==> src/rtl/moore_seq.sv <==
// moore_seq: parametrised one-hot Moore sequencer with programmable dwell,
// runtime direction, wrap/stop/bounce modes and synchronous index load.
module moore_seq #(
    parameter int unsigned NUM_STATES = 4,
    parameter int unsigned DWELL_W    = 8,
    localparam int unsigned IDX_W     = $clog2(NUM_STATES)
) (
    input  logic                  clk,
    input  logic                  rst,
    input  logic                  en,
    input  logic                  dir,
    input  logic [1:0]            mode,
    input  logic                  load,
    input  logic [IDX_W-1:0]      load_idx,
    input  logic [DWELL_W-1:0]    dwell,
    output logic [NUM_STATES-1:0] out,
    output logic [IDX_W-1:0]      idx,
    output logic                  wrap,
    output logic                  at_first,
    output logic                  at_last
);

    localparam logic [IDX_W-1:0] LAST_IDX    = IDX_W'(NUM_STATES - 1);
    localparam logic [1:0]       MODE_STOP   = 2'b01;
    localparam logic [1:0]       MODE_BOUNCE = 2'b10;

    logic [IDX_W-1:0]   idx_r,  idx_n;
    logic [DWELL_W-1:0] cnt_r,  cnt_n;
    logic               bdir_r, bdir_n;
    logic               wrap_r, wrap_n;
    logic               eff_dir;
    logic               at_end;

    // State registers with asynchronous active-high reset
    always_ff @(posedge clk or posedge rst) begin
        if (rst) begin
            idx_r  <= '0;
            cnt_r  <= '0;
            bdir_r <= 1'b0;
            wrap_r <= 1'b0;
        end else begin
            idx_r  <= idx_n;
            cnt_r  <= cnt_n;
            bdir_r <= bdir_n;
            wrap_r <= wrap_n;
        end
    end

    // Next-state logic: load beats enable, enable beats hold
    always_comb begin
        idx_n   = idx_r;
        cnt_n   = cnt_r;
        bdir_n  = bdir_r;
        wrap_n  = 1'b0;
        eff_dir = (mode == MODE_BOUNCE) ? bdir_r : dir;
        at_end  = eff_dir ? (idx_r == '0) : (idx_r == LAST_IDX);

        if (load) begin
            idx_n  = (load_idx > LAST_IDX) ? LAST_IDX : load_idx;
            cnt_n  = '0;
            bdir_n = dir;
        end else if (en) begin
            if (cnt_r < dwell) begin
                cnt_n = cnt_r + DWELL_W'(1);
            end else begin
                // Dwell expired: take one step in the effective direction
                cnt_n = '0;
                if (!at_end) begin
                    idx_n = eff_dir ? (idx_r - IDX_W'(1)) : (idx_r + IDX_W'(1));
                end else if (mode == MODE_BOUNCE) begin
                    idx_n  = eff_dir ? (idx_r + IDX_W'(1)) : (idx_r - IDX_W'(1));
                    bdir_n = ~bdir_r;
                    wrap_n = 1'b1;
                end else if (mode == MODE_STOP) begin
                    idx_n = idx_r;
                end else begin
                    idx_n  = eff_dir ? LAST_IDX : '0;
                    wrap_n = 1'b1;
                end
            end
        end
    end

    // Moore output decode from the index register only
    always_comb begin
        out      = NUM_STATES'(1) << idx_r;
        idx      = idx_r;
        wrap     = wrap_r;
        at_first = (idx_r == '0);
        at_last  = (idx_r == LAST_IDX);
    end

endmodule

==> config.mk <==
export PLATFORM = sky130hd
export DESIGN_NAME = moore_seq
export DESIGN_NICKNAME = d
export VERILOG_FILES = /design/src/rtl/moore_seq.sv
export SDC_FILE = /design/constraint.sdc
export NUM_CORES = 1
export LEC_CHECK = 0
export ABC_AREA = 0
export CELL_PAD_IN_SITES_DETAIL_PLACEMENT = 1
export CELL_PAD_IN_SITES_GLOBAL_PLACEMENT = 2
export CORE_UTILIZATION = 30
export CTS_BUF_LIST = sky130_fd_sc_hd__clkbuf_4
export DETAILED_ROUTE_END_ITERATION = 8
export PLACE_DENSITY_LB_ADDON = 0.1
export REMOVE_ABC_BUFFERS = 1
export SKIP_CTS_REPAIR_TIMING = 1
export SLEW_MARGIN = 20
export SYNTH_ARGS = -nofsm -noshare
export SYNTH_HDL_FRONTEND = slang
export SYNTH_SLANG_ARGS = --single-unit
==> constraint.sdc <==
create_clock -name clk -period 2.3 [get_ports clk]
set_input_delay 0.23 -clock clk [delete_from_list [all_inputs] [get_ports clk]]
set_output_delay 0.23 -clock clk [all_outputs]
set_load 0.01 [all_outputs]
==> Word level (Yosys, flattened, before mapping) <==
Index checks and enable logic that the tools add are counted.
{ "op_classes": {"add_sub_neg": 3, "multipliers": 0, "n_div": 0, "magnitude_cmp": 2, "eq_ne": 5, "n_shift": 1, "mux": 26, "bitwise": 1, "n_reduce_logical": 6} }
{ "op_table": {"columns": ["operator", "count"], "rows": [
  ["$mux 8", 3],
  ["$mux 2", 10],
  ["$mux 1", 13],
  ["$add 8x1->8 const B", 1],
  ["$lt 8x8->1", 1],
  ["$reduce_bool 2->1", 3],
  ["$eq 2x2->1 const B", 2],
  ["$ne 4x4->1 const B", 1],
  ["$reduce_and 4->1", 1],
  ["$shl 1x2->4 const A", 1],
  ["$reduce_and 3->1", 1],
  ["$add 2x1->2 const B", 1],
  ["$eq 2x1->1 const B", 1],
  ["$gt 2x2->1 const B", 1],
  ["$logic_not 2->1", 1],
  ["$ne 2x2->1 const B", 1],
  ["$sub 2x1->2 const B", 1],
  ["$not 1->1", 1]
]} }
{ "totals": {"regBits": 12, "latch_bits": 0, "ramBits": 0, "mem_bits_ro": 0, "input_bits": 17, "out_inout_bits": 9, "word_cells": 48, "n_memories": 0} }

==> Depth between registers and ports, before layout <==
Gate-level depths: netlist of run 1.
{ "logic_depth": {"depth_word": 9, "ltp_mapped": 7, "ltp_nobuf": 7} }

==> Least setup slack after synthesis of run 1 <==
Ideal clock, no wire load.
{ "synth_path": {"path_type": "register -> register", "from": "reg idx_r[0], in the netlist idx[0]", "to": "reg bdir_r", "setup_ps": 82, "t_arrival_ps": 1756, "required_ps": 2218, "slack_ps": 462, "stages_incl_launch_ff": 8, "path_buffers": 0, "synth_period_minus_slack_ps": 1838, "path_cell_list": "dfrtp_1 inv_1 ha_1 nand2_1 a21oi_1 o21ai_1 or4_1 a31oi_1"} }
{ "synth_via": {"elab_chain_len": 4, "elab_cells_between_ends": 5, "cone_classes": "eq/ne (1); mux (1); reduce/logical (3)"} }
{ "synth_rtl": {"columns": ["element", "line", "rtl"], "rows": [
  ["from (decl)", "27", "logic [IDX_W-1:0] idx_r, idx_n;"],
  ["from (signal assigned)", "42", "idx_r <= idx_n;"],
  ["$logic_not 2->1", null, null],
  ["net at_first", "19", "output logic at_first,"],
  ["$mux 1", "56", "at_end = eff_dir ? (idx_r == '0) : (idx_r == LAST_IDX);"],
  ["$reduce_bool 2->1 (no line)", null, null],
  ["$reduce_and 4->1 (no line)", null, null],
  ["to (signal assigned)", "44", "bdir_r <= bdir_n;"],
  ["to (decl)", "29", "logic bdir_r, bdir_n;"]
]} }
The timed path passes the listed nets, and every way through them passes these cells.
A chain may end at the register's enable or synchronous reset.

==> Worst setup path after layout of run 1 <==
{ "layout_path": {"from": "reg idx_r[0], in the netlist idx[0]", "to": "reg bdir_r"} }
{ "layout_via": {"elab_chain_len": 4, "elab_cells_between_ends": 5, "cone_classes": "eq/ne (1); mux (1); reduce/logical (3)"} }
{ "layout_rtl": {"columns": ["element", "line"], "rows": [
  ["$eq 2x2->1 / $logic_not 2->1 (equally long branches)", "56"],
  ["$mux 1 *", "56"],
  ["$reduce_bool 2->1 (no line) *", null],
  ["$reduce_and 4->1 (no line) *", null]
]} }
Mark *: on every way between the ends. The rest lies on a longest branch, timed or not.

==> results of run 1 <==
Yosys cell counts, types with 3 or more instances:
| library cell | count |
|---|---|
| a21oi_1 | 6 |
| dfrtp_1 | 12 |
| ha_1 | 12 |
| inv_1 | 12 |
| nand2_1 | 5 |
| nand2b_1 | 6 |
| nor2_1 | 9 |
| o21ai_0 | 3 |
| xnor2_1 | 4 |
| xor2_1 | 3 |
critical path: cells and delay by family (launching register included):
family,cells,cell delay [ns]
buf+inv,1,0.14
fa+ha+maj,1,0.24
simple gates,2,0.49
compound gates,3,0.61
flops,1,0.42
layer usage:
metal / share of wire / track usage / wire (um) / vias up
li1: - / - / - / 440
met2: 0.46 / 0.2397 / 1059 / 15
met3: 0.040 / 0.04545 / 91 / 4
met5: 0 / 0 / 0 / -
met4: 0.014 / 0.04983 / 31 / 0
met1: 0.48 / 0.1883 / 1108 / 418
layout make-up:
type	instances	area (um2)
multi-input combinational	81	628.1
tap	44	55.05
timing repair buffer	27	265.3
clock inverter	1	3.754
clock buffer	3	22.52
inverter	12	45.04
sequential	12	300.3
fill	396	1783
worst max-delay path by stage:
stage | cells after the start | end | slack [ns]
after detailed placement | 8 | bdir_r | 0.07
after floorplan | 7 | bdir_r | 0.40
after CTS | 7 | bdir_r | 0.30
after global placement | 8 | bdir_r | 0.11
after global routing | 7 | bdir_r | 0.14
final | 7 | bdir_r | 0.30
sequential cells by signal, indices dropped and copies added (netlist names):
register,flops
bdir_r,1
cnt_r,8
wrap,1
idx,2
cells in the final DEF, fill, tap and decap left out, types with 2 or more instances in the layout:
master and n:
clkbuf_4 3, nand2_1 5, xor2_1 3, nand2b_1 6, o2111ai_1 2, clkdlybuf4s50_1 25
ha_1 12, nand3_1 2, o21ai_0 3, inv_1 12, nand3b_1 2, buf_4 2
a2111oi_0 2, nor2_1 9, a21oi_1 6, mux2i_1 2, a31oi_1 2, xnor2_1 4
dfrtp_1 12
metrics by stage:
step	area (um2)	power, mW	worst slack [ns]	util	hold slack [ns]
2_1_floorplan	973.4	0.4568	0.4048	-	0.09470
3_3_place_gp	1294	0.6315	0.1143	0.4169	0.5439
3_5_place_dp	1294	0.6381	0.07395	0.4169	0.5461
4_1_cts	1320	0.7784	0.3030	0.4254	0.2581
5_1_grt	1320	0.8240	0.1402	0.4254	0.2969
6_report	1320	0.7628	0.3027	0.4254	0.2438
cell families after synthesis:
group                      count (synthesis)  synth area share
muxes                                      2           0.02008
adders and majority gates                 12            0.1506
and+or+nand+nor                           32            0.1794
xor gates and xnor gates                   7           0.06148
DFF                                       12            0.3011
buffers and inverters                     16           0.06899
AOI/OAI and AO/OA                         28            0.2183
power breakdown:
part	switching, mW	leakage (nW)	total [mW]	internal [mW]
Sequential	0.0211	0.159	0.251	0.230
Combinational	0.171	0.403	0.377	0.205
Clock	0.0721	0.0154	0.135	0.0631
==> results.json, run 1 <==
{
  "p_per_area_nw_per_um2": 577.8,
  "grt_max_degree": 13,
  "path_max_fanout": 4,
  "num-nets-final": 166,
  "finClkSkew_ns": 0.009102,
  "ys_async_sr_fraction": 1.000,
  "vias": 877,
  "die_width_um": 59.66,
  "cts_buffer_depth": 2,
  "drc": 0,
  "report.final.slew_viol_count": 0,
  "wl_um": 2291,
  "max_clock_freq_mhz": 500.7,
  "antenna_cells": 0,
  "synth_seq_cells": 12,
  "cts_max_level": 1,
  "avgRoutedWirePerCell_um": 12.73,
  "insertion_delay_ns": 0.28,
  "synth_top_area_frac": 0.3011,
  "worstSetupEndpointType": "flip-flop",
  "synth_area_leaders": "dfrtp_1 (30%), ha_1 (15%), inv_1 (4.5%)",
  "grt_pass1_wl_um": 3919,
  "r2r-end": "bdir_r",
  "finalSetupViolCount": 0,
  "cts_num_sinks": 12,
  "worstSetupPathType": "reg -> reg",
  "cts_inserted_buffers": 3,
  "slowest_delay_ns": 0.42,
  "arrival_ns": 2.20,
  "grt_pass1_vias": 896,
  "dr.pass1.iters": 4,
  "post-place-cells": 176,
  "hp-class": "in -> async",
  "root_buffer": "clkbuf_4",
  "yosysSeqAreaShare": 0.3011,
  "ioPinCount": 26,
  "tns_ns": 0,
  "grt_usage": 0.1488,
  "cap_violations": 0,
  "rsz0062_at_grt": "no",
  "die_y_um": 59.66,
  "slowest_stage": "dfrtp_1",
  "period_share": 0.8684,
  "crit_chain": "inv_1 > ha_1 > nand2_1 > a21oi_1 > o21ai_1 > or4_1 > a31oi_1",
  "ir_drop_uv": 451.1,
  "power_leakage_nw": 0.5769,
  "clk_pin_slew_worst_paths_ns": 0.08,
  "synth_edf_count": 0,
  "overflow": 0,
  "worst_setup_path_start_kind": "flip-flop",
  "place_hpwl_um": 1888,
  "final_cells": 180,
  "dieArea_um2": 3559,
  "syn_area_um2": 997.2,
  "synth_ff_type": "dfrtp_1",
  "vias_per_cell": 4.872,
  "area_growth_pct": 32.37,
  "core_area_um2": 3103,
  "drive_gt1_frac": 0.05882,
  "r2r_slack_ns": 0.30,
  "relSlewSlack": 0.7044,
  "io_buffers": 25,
  "yosysTopAreaCell": "dfrtp_1",
  "worstSetupStartpoint": "idx[0]",
  "cts_tree": "yes",
  "gp_congestion": 0.6987,
  "yosys_warnings": 0,
  "worstPathRequired_ns": 2.50,
  "max_slew.worst_pin.slew_ns": 0.4429,
  "status": "complete, no violations",
  "drt_iter0_drc": 20,
  "antenna_found_initial": 0,
  "reg2reg_from": "idx[0]",
  "layout_min_cycle_time_ns": 1.997,
  "syn-instance-count": 109,
  "postSynthAreaPerCell_um2": 9.149,
  "rows": 20,
  "start_util": 0.3214,
  "worstRegToRegCells": 7,
  "ys_types": 40,
  "hold_violations": 0,
  "antenna_left": 0
}
Power figures use the tool's default switching activity.
==> inputs of run 2 (changes only) <==
==> constraint.sdc (replaced) <==
create_clock -name clk -period 2.3 [get_ports clk]
set_input_delay 0.345 -clock clk [delete_from_list [all_inputs] [get_ports clk]]
set_output_delay 0.345 -clock clk [all_outputs]
set_load 0.01 [all_outputs]
==> results.json, run 2 (synthesized netlist as in run 1, its figures left out) <==
{
  "status": "complete, no violations",
  "finClkSkew_ns": 0.009573,
  "core_area_um2": 3103,
  "report.final.slew_viol_count": 0,
  "vias": 886,
  "dieArea_um2": 3559,
  "power_mw": 0.7748,
  "worstSetupStartpoint": "dwell[5]",
  "gp_congestion": 0.7306,
  "cts_tree": "yes",
  "die_y_um": 59.66,
  "final_common_cell": "clkdlybuf4s50_1",
  "finalSetupViolCount": 0,
  "start_util": 0.3214,
  "p_per_area_nw_per_um2": 577.1,
  "cts_inserted_buffers": 3,
  "drive_gt1_frac": 0.07914,
  "period_share": 0.8990,
  "max_clock_freq_mhz": 483.6,
  "root_buffer": "clkbuf_4",
  "ir_drop_uv": 408.7,
  "relSlewSlack": 0.6624,
  "regMostFlops": "cnt_r",
  "grt_pass1_vias": 893,
  "post-place-cells": 179,
  "cts_buffer_depth": 2,
  "ioPinCount": 26,
  "rsz0062_at_grt": "no",
  "overflow": 0,
  "area_growth_pct": 34.63,
  "antenna_found_initial": 0,
  "reg2reg_from": "idx[0]",
  "cap_violations": 0,
  "worstSetupEndpointType": "flip-flop",
  "grt_pass1_wl_um": 4278,
  "drt_iter0_drc": 24,
  "dr.pass1.iters": 4,
  "clk_pin_slew_worst_paths_ns": 0.08,
  "rows": 20,
  "layout_setup_ws_ns": 0.2322,
  "arrival_ns": 2.26,
  "worstSetupPathType": "in -> reg",
  "wl_um": 2471,
  "place_hpwl_um": 2087,
  "max_slew.worst_pin.slew_ns": 0.5059,
  "insertion_delay_ns": 0.28,
  "vias_per_cell": 4.842,
  "avgRoutedWirePerCell_um": 13.50,
  "final_cells": 183,
  "grt_max_degree": 13,
  "grt_usage": 0.1637,
  "tns_ns": 0,
  "drc": 0,
  "fin_util": 0.4327,
  "hp-class": "in -> async",
  "pre_cts_ws_ns": -0.03159,
  "power_leakage_nw": 0.5914,
  "num-nets-final": 169,
  "cts_num_sinks": 12,
  "r2r-end": "bdir_r",
  "hold_violations": 0,
  "cts_max_level": 1,
  "crit_path_end": "cnt_r[2]",
  "worstPathRequired_ns": 2.49,
  "layout_min_cycle_time_ns": 2.068,
  "final_cell_mix": "clkdlybuf4s50_1 (25), inv_1 (12), ha_1 (12), dfrtp_1 (12), nor2_1 (9)",
  "r2r_slack_ns": 0.25,
  "path_max_fanout": 4,
  "antenna_cells": 0,
  "largest_register_ffs": 8,
  "io_buffers": 25,
  "antenna_left": 0,
  "num-fill-cells": 390,
  "worstRegToRegCells": 7,
  "worst_setup_path_start_kind": "input port",
  "die_width_um": 59.66
}
[run 2: changes by cell type in the layout (fill, tap and decap cells not counted)]
cell | previous run | this run
buf_4 | 2 | 5
[run 2: how the worst min path moves through the flow]
stage	from	endpoint	slack, ns	cells after the start
2_1_floorplan	rst	bdir_r	0.21	1
3_3_place_gp	cnt_r[7]	cnt_r[7]	0.54	2
3_5_place_dp	cnt_r[7]	cnt_r[7]	0.55	2
4_1_cts	rst	cnt_r[6]	0.38	2
5_1_grt	rst	cnt_r[6]	0.42	2
6_report	rst	cnt_r[4]	0.38	2
[run 2: area by class of cell]
cell class | instances | area [um2] | share of cell area
clock buffers | 3 | 22.52 | 0.01678
clock inverters | 1 | 3.754 | 0.002796
inverters | 12 | 45.04 | 0.03355
multi-input cells | 81 | 628.1 | 0.4678
flip-flops and latches | 12 | 300.3 | 0.2237
well taps | 44 | 55.05 | 0.04101
repair buffers | 30 | 287.8 | 0.2144
[run 2: stage by stage]
step           area (um2)  hold WS (ns)
2_1_floorplan       973.4        0.2097
3_3_place_gp         1316        0.5408
3_5_place_dp         1316        0.5514
4_1_cts              1343        0.3772
5_1_grt              1343        0.4167
6_report             1343        0.3845
[run 2: worst max-delay path: stages]
cell	delay (ns)
clkdlybuf4s50_1	0.45
inv_1	0.04
ha_1	0.32
a211oi_1	0.28
o21bai_1	0.12
buf_4	0.15
a31oi_4	0.17
buf_4	0.15
nand3b_1	0.07
a31oi_1	0.17
[run 2: power breakdown]
group	switching (mW)	leakage [nW]	internal, mW
sequential	0.0250	0.159	0.230
combinational	0.177	0.417	0.208
clock	0.0727	0.0154	0.0629
total	0.274	0.591	0.500
[run 2: layer usage]
metal	GRT usage	routed length [um]
met2	0.2540	1159
met5	0	0
met1	0.2248	1197
met3	0.04545	90
met4	0.03987	23
